[src/rtl/pipe_stage_mw.sv]
// M-to-W pipeline stage: two-entry skid buffer with registered ready,
// idle-value outputs when empty, x0 write suppression and a retire counter.
module pipe_stage_mw #(
    parameter int              XLEN     = 32,
    parameter int              REG_AW   = 5,
    parameter int              CNT_W    = 32,
    parameter logic [XLEN-1:0] NOP_INST = 32'h00000013
) (
    input  logic              clk_i,
    input  logic              rst_ni,
    input  logic              flush_i,
    input  logic              m_valid_i,
    output logic              m_ready_o,
    input  logic [REG_AW-1:0] rdaddr_M_i,
    input  logic              rdwr_M_i,
    input  logic [XLEN-1:0]   datareg_M_i,
    input  logic [XLEN-1:0]   inst_M_i,
    output logic              w_valid_o,
    input  logic              w_ready_i,
    output logic [REG_AW-1:0] rdaddr_W_o,
    output logic              rdwr_W_o,
    output logic [XLEN-1:0]   datareg_W_o,
    output logic [XLEN-1:0]   inst_W_o,
    output logic [CNT_W-1:0]  retired_o
);

    typedef enum logic [1:0] {ST_EMPTY, ST_ONE, ST_TWO} state_t;

    state_t            r_state;
    logic              r_mready;
    logic              r_wvalid;
    logic [REG_AW-1:0] r_rd;
    logic              r_wr;
    logic [XLEN-1:0]   r_data;
    logic [XLEN-1:0]   r_inst;
    logic [CNT_W-1:0]  r_retired;

    logic [REG_AW-1:0] r_skid_rd;
    logic              r_skid_wr;
    logic [XLEN-1:0]   r_skid_data;
    logic [XLEN-1:0]   r_skid_inst;

    logic w_accept;
    logic w_drain;
    logic w_wr_M;
    logic w_skid_load;

    assign w_accept    = m_valid_i & r_mready;
    assign w_drain     = r_wvalid & w_ready_i;
    // Write enable is masked on entry so a write to x0 never leaves the stage.
    assign w_wr_M      = rdwr_M_i & (rdaddr_M_i != '0);
    assign w_skid_load = (r_state == ST_ONE) & w_accept & ~w_drain & ~flush_i;

    always_ff @(posedge clk_i or negedge rst_ni) begin
        if (!rst_ni) begin
            r_state   <= ST_EMPTY;
            r_mready  <= 1'b1;
            r_wvalid  <= 1'b0;
            r_rd      <= '0;
            r_wr      <= 1'b0;
            r_data    <= '0;
            r_inst    <= NOP_INST;
            r_retired <= '0;
        end else if (flush_i) begin
            r_state  <= ST_EMPTY;
            r_mready <= 1'b1;
            r_wvalid <= 1'b0;
            r_rd     <= '0;
            r_wr     <= 1'b0;
            r_data   <= '0;
            r_inst   <= NOP_INST;
        end else begin
            if (w_drain) begin
                r_retired <= r_retired + CNT_W'(1);
            end
            case (r_state)
                ST_EMPTY: begin
                    if (w_accept) begin
                        r_state  <= ST_ONE;
                        r_wvalid <= 1'b1;
                        r_rd     <= rdaddr_M_i;
                        r_wr     <= w_wr_M;
                        r_data   <= datareg_M_i;
                        r_inst   <= inst_M_i;
                    end
                end
                ST_ONE: begin
                    if (w_accept && !w_drain) begin
                        r_state  <= ST_TWO;
                        r_mready <= 1'b0;
                    end else if (w_accept && w_drain) begin
                        r_rd   <= rdaddr_M_i;
                        r_wr   <= w_wr_M;
                        r_data <= datareg_M_i;
                        r_inst <= inst_M_i;
                    end else if (w_drain) begin
                        r_state  <= ST_EMPTY;
                        r_wvalid <= 1'b0;
                        r_rd     <= '0;
                        r_wr     <= 1'b0;
                        r_data   <= '0;
                        r_inst   <= NOP_INST;
                    end
                end
                ST_TWO: begin
                    if (w_drain) begin
                        r_state  <= ST_ONE;
                        r_mready <= 1'b1;
                        r_rd     <= r_skid_rd;
                        r_wr     <= r_skid_wr;
                        r_data   <= r_skid_data;
                        r_inst   <= r_skid_inst;
                    end
                end
                default: begin
                    r_state  <= ST_EMPTY;
                    r_mready <= 1'b1;
                    r_wvalid <= 1'b0;
                end
            endcase
        end
    end

    // Skid holds data only; its contents are meaningless unless state is TWO.
    always_ff @(posedge clk_i) begin
        if (w_skid_load) begin
            r_skid_rd   <= rdaddr_M_i;
            r_skid_wr   <= w_wr_M;
            r_skid_data <= datareg_M_i;
            r_skid_inst <= inst_M_i;
        end
    end

    assign m_ready_o   = r_mready;
    assign w_valid_o   = r_wvalid;
    assign rdaddr_W_o  = r_rd;
    assign rdwr_W_o    = r_wr;
    assign datareg_W_o = r_data;
    assign inst_W_o    = r_inst;
    assign retired_o   = r_retired;

endmodule

[config.mk]
export PLATFORM = sky130hd
export DESIGN_NAME = pipe_stage_mw
export DESIGN_NICKNAME = d
export VERILOG_FILES = /design/src/rtl/pipe_stage_mw.sv
export SDC_FILE = /design/constraint.sdc
export NUM_CORES = 1
export LEC_CHECK = 0
export CAP_MARGIN = 20
export CELL_PAD_IN_SITES_DETAIL_PLACEMENT = 1
export CELL_PAD_IN_SITES_GLOBAL_PLACEMENT = 1
export CORE_MARGIN = 4
export CORE_UTILIZATION = 40
export CTS_CLUSTER_DIAMETER = 100
export DETAILED_ROUTE_END_ITERATION = 8
export GPL_TIMING_DRIVEN = 1
export PLACE_DENSITY = 0.84
export REMOVE_ABC_BUFFERS = 1
export SYNTH_ARGS = -nofsm -noshare
export SYNTH_HDL_FRONTEND = slang
export SYNTH_SLANG_ARGS = --single-unit
export TNS_END_PERCENT = 100
[constraint.sdc]
create_clock -name clk_i -period 8.8 [get_ports clk_i]
set_input_delay 2.64 -clock clk_i [delete_from_list [all_inputs] [get_ports clk_i]]
set_output_delay 2.64 -clock clk_i [all_outputs]
set_load 0.02 [all_outputs]
## Word level (Yosys, flattened, before mapping)

Cells that the tools add are included.

- Word-level logic and storage cells: 89
- Input port bits: 75
- Register bits: 176
- Output and inout port bits: 104

- Bitwise gates (word level): 8
- Reduce and logical (&&, ||, !) cells: 11
- Mux-type cells: 44
- Add/sub/neg operators: 1
- Equal/unequal tests: 13

Operators by type and width:

| cell | number |
|---|---|
| 32-bit 2-to-1 mux | 12 |
| 32-bit one-hot mux with 3 select lines | 2 |
| 32-bit by 1-bit adder with 32-bit output (second input constant) | 1 |
| 5-bit 2-to-1 mux | 6 |
| 3-bit inequality test (second input constant) | 5 |
| 5-bit one-hot mux with 3 select lines | 1 |
| 1-bit 2-to-1 mux | 13 |
| 2-bit 2-to-1 mux | 6 |
| 5-bit AND reduction | 2 |
| 1-bit one-hot mux with 3 select lines | 3 |
| 4-bit by 3-bit inequality test with 1-bit output (second input constant) | 2 |
| 1-bit AND | 6 |
| 2-bit one-hot mux with 3 select lines | 1 |
| 5-bit nonzero test | 1 |
| 2-bit inequality test (second input constant) | 2 |
| 4-bit inequality test (second input constant) | 1 |
| 4-bit AND reduction | 1 |
| 4-bit nonzero test | 1 |
| 3-bit by 2-bit inequality test with 1-bit output (second input constant) | 1 |
| 3-bit AND reduction | 1 |
| 2-bit by 1-bit equality test with 1-bit output (second input constant) | 1 |
| 2-bit equality test (second input constant) | 1 |
| 1-bit logical AND | 2 |
| 2-bit logical NOT | 1 |
| 3 further kinds | 4 |

## Depth between registers and ports, before layout

Gate-level depths: netlist of run 1.

- Word-level depth: 6
- Mapped depth: 10
- Depth with buffers taken out: 6

## Least setup slack after synthesis of run 1

Ideal clock, no wire load.

- Path type: input to register
- From: input w_ready_i
- To: register r_skid_data[0] (enable)
- Stages: 2
- Data required time: 8.199 ns
- Setup time: 0.601 ns
- Arrival: 7.995 ns
- Slack: 0.204 ns
- Cell sequence: nand2_1 nor3b_1

- Word-level cells in the longest chain between the ends: 4

RTL lines:

| item | line | text |
|---|---|---|
| from (decl) | 19 | `input logic w_ready_i,` |
| 1-bit AND | 49 | `assign w_drain = r_wvalid & w_ready_i;` |
| 1-bit inverter | 52 | `assign w_skid_load = (r_state == ST_ONE) & w_accept & ~w_drain & ~flush_i;` |
| 1-bit AND (2 in a row) | 52 |  |
| via w_skid_load | 46 | `logic w_skid_load;` |
| to (signal assigned) | 129 | `r_skid_data <= datareg_M_i;` |
| to (decl) | 40 | `logic [XLEN-1:0] r_skid_data;` |

The timed path passes the listed nets, and every way through them passes these cells.
A chain may end at the register's enable or synchronous reset.

## Worst setup path in the final report of run 1

- From: input w_ready_i
- To: register r_skid_data[21] (enable)

Same word-level chain as after synthesis.

==> flow_metrics.env, run 1 <==
export IMPL_cts_resized=0
export IMPL_postCtsSetupBuffers=0
export IMPL_diodes=0
export IMPL_setup_violations=0
export IMPL_yosysMostFrequentCell="dfrtp_1"
export IMPL_dp_hpwl_um=13000
export IMPL_start_util_pct=40.9
export IMPL_power_share_sequential_pct=40.6
export IMPL_core_sq_um=17400
export IMPL_ys_types=43
export IMPL_regArea_sq_um=4760
export IMPL_ant_nets=0
export IMPL_synth_edf_count=70
export IMPL_grt_overflow=0
export IMPL_critical_path_class="in -> reg"
export IMPL_ys_seq_area_share_pct=67.1
export IMPL_nets=747
export IMPL_status="finished, final reports clean"
export IMPL_insertion_delay_ns=0.42
export IMPL_cap_violations=0
export IMPL_synth_area_sq_um=7090
export IMPL_cts_buffers=17
export IMPL_final_cells=905
export IMPL_cp_max_fo=71
export IMPL_synthArstFlopShare_pct=60.2
export IMPL_fin_crit_sh_pct=51.0
export IMPL_powerDensity_nw_per_um2=287
export IMPL_yosysTopAreaCell="dfrtp_1"
export IMPL_ir_drop_mv=0.231
export IMPL_setup_tns_final_ns=0
export IMPL_rsz0062_at_grt="no"
export IMPL_clockRootBuffer="clkbuf_16"
export IMPL_wl_per_cell_um=21.8
export IMPL_hold_viol=0
export IMPL_areaGrowthSynthToFinish_pct=35.7
export IMPL_hp_class="reg -> reg"
export IMPL_p_switching_mw=0.974
export IMPL_switching_share_pct=35.2
export IMPL_drc=0
export IMPL_multiInputGateArea_sq_um=2130
export IMPL_grt_use_total_pct=19.9
export IMPL_p_int_mw=1.79
export IMPL_critPathCaptureType="flop"
export IMPL_synth_avg_cell_area_sq_um=14.3
export IMPL_start_kind="input pin"
export IMPL_final_core_util_pct=55.4
export IMPL_cts_sinks=176
export IMPL_place_congestion=0.838
export IMPL_total_power_mw=2.77
export IMPL_crit_arrival_ns=4.52
export IMPL_pin_count=179
export IMPL_fill_cells=1690
export IMPL_vias=5048
export IMPL_max_freq_mhz=223
export IMPL_clk_pin_slew_ns=0.07
export IMPL_drt_initial_drc_count=283
export IMPL_grt_pass1_wl_um=31500
export IMPL_clk_path_buf_depth=2
export IMPL_syn_inst=495
export IMPL_drtPass1Iterations=4
export IMPL_dpl_cell_count=872
export IMPL_fp_dieH_um=141
export IMPL_p_clk_share_pct=26.0
export IMPL_slew_violations=0
export IMPL_synth_top_area_share_pct=36.0
export IMPL_required_ns=8.83
export IMPL_relSlewSlack_pct=35.5
export IMPL_synthFlopType="dfrtp_1"
export IMPL_portBuffers=178
export IMPL_ys_warn_count=0
export IMPL_p_leak_nw=3.72
export IMPL_ys_seq_elements=176
export IMPL_post_route_min_period_ns=4.49
export IMPL_synth_common_cells="102 x dfrtp_1, 70 x edfxtp_1, 68 x a22oi_1, 68 x o2bb2ai_1, 24 x xnor2_1"
export IMPL_cts_htree_levels=4
export IMPL_comb_power_share_pct=33.4
export IMPL_synth_area_leaders="dfrtp_1 36%, edfxtp_1 30%, o2bb2ai_1 8.4%"
export IMPL_worstMarginPinSlew_ns=0.967
export IMPL_fin_skew_ns=0.0107
export IMPL_cts_tree="done"
export IMPL_place_area_sq_um=9040
export IMPL_fp_dieW_um=141
export IMPL_wl_um=19700
export IMPL_placementRows=48
export IMPL_drive_above_1_share_pct=8.24
export IMPL_antenna_found_initial=0
export IMPL_viasPerCell=5.58
export IMPL_cts_hold_buf=0
export IMPL_grt_pass1_vias=5543
export IMPL_grt_max_degree=77
export IMPL_die_area_sq_um=19900
export IMPL_final_cell_area_sq_um=9620
==> critical path: stages <==
cell	delay (ns)
clkdlybuf4s50_1	0.55
nand2_1	0.31
nor3b_2	0.22
buf_4	0.76
==> registers in the layout, summed over array words and instances (netlist names) <==
signal and count:
datareg_W_o 32, inst_W_o 32, m_ready_o 1, r_skid_data 32, r_skid_inst 32, r_skid_rd 5
r_skid_wr 1, r_state 2, rdaddr_W_o 5, rdwr_W_o 1, retired_o 32, w_valid_o 1
==> power groups by stage <==
stage | registers (mW) | clock network (mW) | logic (mW)
CTS | 1.12 | 0.735 | 0.932
global route | 1.14 | 0.774 | 0.988
floorplan | 1.26 | 0 | 0.335
finish | 1.12 | 0.719 | 0.925
detailed placement | 1.13 | 0 | 0.930
global placement | 1.12 | 0 | 0.891
==> per-layer routing <==
metal	global-route usage [%]	routed length, um
met5	0	0
met4	4.79	209
met3	6.65	1430
met2	32.9	9760
met1	25.4	8330
==> final cells by class <==
type	count	share of cell area, %
sequential	176	49.5
inverter	11	0.429
clock inverter	14	1.34
multi-input combinational	276	22.2
clock buffer	18	4.46
tap	225	2.93
timing repair buffer	185	19.2
==> worst paths after layout <==
kind	startpoint	to	slack, ns	depth (start not counted)
worst max-delay path	w_ready_i	r_skid_data[21]$_DFFE_PP_	4.31	4
worst min-delay path	retired_o[31]$_DFFE_PN0P_	retired_o[31]$_DFFE_PN0P_	0.48	1
worst max register to register	r_state[0]$_DFFE_PN0P_	rdaddr_W_o[0]$_DFFE_PN0P_	6.20	6
worst min register to register	retired_o[31]$_DFFE_PN0P_	retired_o[31]$_DFFE_PN0P_	0.48	1
max in group asynchronous	rst_ni	inst_W_o[3]$_DFFE_PN0P_	5.54	3
min in group asynchronous	rst_ni	retired_o[19]$_DFFE_PN0P_	2.15	1
==> per-stage QoR <==
step	worst slack (ns)	hold WS, ns
global route	4.16	0.503
floorplan	0.202	0.506
finish	4.31	0.480
detailed placement	3.87	0.473
global placement	3.99	0.469
CTS	4.27	0.492
==> kinds of logic after synthesis <==
group,count (synthesis),share of synthesized area [%]
multiplexers,2,0.317
AO/OA/AOI/OAI,154,17.4
AND/OR/NAND/NOR,84,7.34
XOR/XNOR,31,3.83
adder cells (fa/ha/maj),5,0.882
buffers and inverters,43,3.18
flip-flops,176,67.1
==> cells in the final DEF (no fill, tap or decap), types with 3 or more instances in the layout <==
cell type          n
a21oi_1            6
a22oi_1           68
and3_1             7
buf_4              7
clkbuf_16         17
clkdlybuf4s50_1  177
dfrtp_1          102
dfstp_2            4
edfxtp_1          70
ha_1               5
inv_1             11
inv_6              6
nand2_1           12
nand3_1           13
nand4_1           14
nor2_1             8
nor3_1             9
o2bb2ai_1         68
o32a_1             3
xnor2_1           24
xor2_1             7
(Power assumes the default switching activity.)
==> run 2, diff against run 1 <==
clock period = 4.47 ns   (was 8.8 ns; I/O delays follow)
==> flow_metrics.env, run 2 (synthesized netlist as in run 1, its figures left out) <==
export IMPL_status="finished, final reports clean"
export IMPL_p_leak_nw=3.74
export IMPL_viasPerCell=5.60
export IMPL_dpl_cell_count=872
export IMPL_clockRootBuffer="clkbuf_16"
export IMPL_areaGrowthSynthToFinish_pct=36.5
export IMPL_max_freq_mhz=308
export IMPL_cap_violations=0
export IMPL_die_area_sq_um=19900
export IMPL_cts_buffers=17
export IMPL_placementRows=48
export IMPL_cts_tree="done"
export IMPL_postCtsSetupBuffers=0
export IMPL_nets=746
export IMPL_drtPass1Iterations=4
export IMPL_drc=0
export IMPL_hp_class="reg -> reg"
export IMPL_dp_hpwl_um=13100
export IMPL_layout_common_cells="177 x clkdlybuf4s50_1, 102 x dfrtp_1, 70 x edfxtp_1, 68 x a22oi_1, 68 x o2bb2ai_1"
export IMPL_grt_use_total_pct=20.2
export IMPL_grt_pass1_vias=5706
export IMPL_relSlewSlack_pct=45.0
export IMPL_portBuffers=178
export IMPL_min_from="datareg_W_o[11]$_DFFE_PN0P_"
export IMPL_critPathSlowestCell="clkdlybuf4s50_1"
export IMPL_powerDensity_nw_per_um2=577
export IMPL_clk_pin_slew_ns=0.07
export IMPL_hold_depth=1
export IMPL_grt_max_degree=72
export IMPL_diodes=0
export IMPL_cts_resized=0
export IMPL_slew_violations=0
export IMPL_clk_path_buf_depth=2
export IMPL_critical_path_class="in -> reg"
export IMPL_fin_hold_ws_ns=0.485
export IMPL_crit_arrival_ns=3.56
export IMPL_ant_nets=0
export IMPL_final_cells=904
export IMPL_place_congestion=0.851
export IMPL_grt_overflow=0
export IMPL_cts_sinks=176
export IMPL_cp_top_family="buffers and inverters"
export IMPL_start_kind="input pin"
export IMPL_post_route_min_period_ns=3.25
export IMPL_cp_slowest_stage_delay_ns=0.63
export IMPL_cts_htree_levels=4
export IMPL_wl_um=19900
export IMPL_core_sq_um=17400
export IMPL_required_ns=4.79
export IMPL_vias=5066
export IMPL_antenna_found_initial=0
export IMPL_drive_above_1_share_pct=8.39
export IMPL_start_util_pct=40.9
export IMPL_setup_violations=0
export IMPL_cp_num_buf_inv=2
export IMPL_wl_per_cell_um=22.0
export IMPL_final_core_util_pct=55.8
export IMPL_worstMarginPinSlew_ns=0.826
export IMPL_rsz0062_at_grt="no"
export IMPL_drt_initial_drc_count=316
export IMPL_cp_depth=6
export IMPL_startpoint="w_ready_i"
export IMPL_cp_cell_sequence="clkdlybuf4s50_1 -> nand2_1 -> o21ai_4 -> buf_4 -> a22oi_1 -> o2bb2ai_1"
export IMPL_grt_pass1_wl_um=32000
export IMPL_insertion_delay_ns=0.41
export IMPL_fin_crit_sh_pct=72.6
export IMPL_cts_hold_buf=0
export IMPL_critPathCaptureType="flop"
export IMPL_final_common_cell="clkdlybuf4s50_1"
export IMPL_fp_dieH_um=141
export IMPL_cp_max_fo=67
export IMPL_fp_dieW_um=141
export IMPL_total_power_mw=5.59
export IMPL_pin_count=179
export IMPL_fin_skew_ns=0.00890
export IMPL_ir_drop_mv=0.305
export IMPL_rr_worst_depth=6
export IMPL_hold_viol=0
export IMPL_r2r_start="r_state[0]$_DFFE_PN0P_"
[run 2: final cells by class]
cell class,instances,area [sq um]
timing repair buffer,184,1850
inverter,11,41.3
tap,225,282
multi-input combinational,276,2130
sequential,176,4760
fill,1685,7670
clock inverter,15,196
clock buffer,17,425
[run 2: path summary, 6_finish.rpt]
path | end | slack, ns
worst max-delay path | inst_W_o[10]$_DFFE_PN0P_ | 1.22
worst max register to register | inst_W_o[10]$_DFFE_PN0P_ | 1.82
worst min register to register | datareg_W_o[11]$_DFFE_PN0P_ | 0.49
max in group asynchronous | datareg_W_o[12]$_DFFE_PN0P_ | 2.70
worst min-delay path | datareg_W_o[11]$_DFFE_PN0P_ | 0.49
min in group asynchronous | retired_o[23]$_DFFE_PN0P_ | 1.00
[run 2: layer usage]
metal	global-route usage, %	part of all wire [%]	routed length, um
met1	25.6	42	8260
met2	33.8	50	9950
met3	6.11	6.9	1370
met4	5.86	1.6	314
met5	0	0	0
[run 2: where the power goes]
group	leakage, nW	switching (mW)	internal (mW)
combinational	1.37	1.09	0.744
clock	0.301	0.651	0.900
sequential	2.07	0.206	2.01
total	3.74	1.94	3.65
[run 2: metrics by stage]
stage / setup TNS [ns] / area [sq um] / worst slack [ns]
2_1_floorplan: -200.71 / 6910 / -2.83
3_3_place_gp: 0 / 9060 / 0.977
3_5_place_dp: 0 / 9060 / 0.844
4_1_cts: 0 / 9690 / 1.22
5_1_grt: 0 / 9690 / 1.07
6_report: 0 / 9690 / 1.22
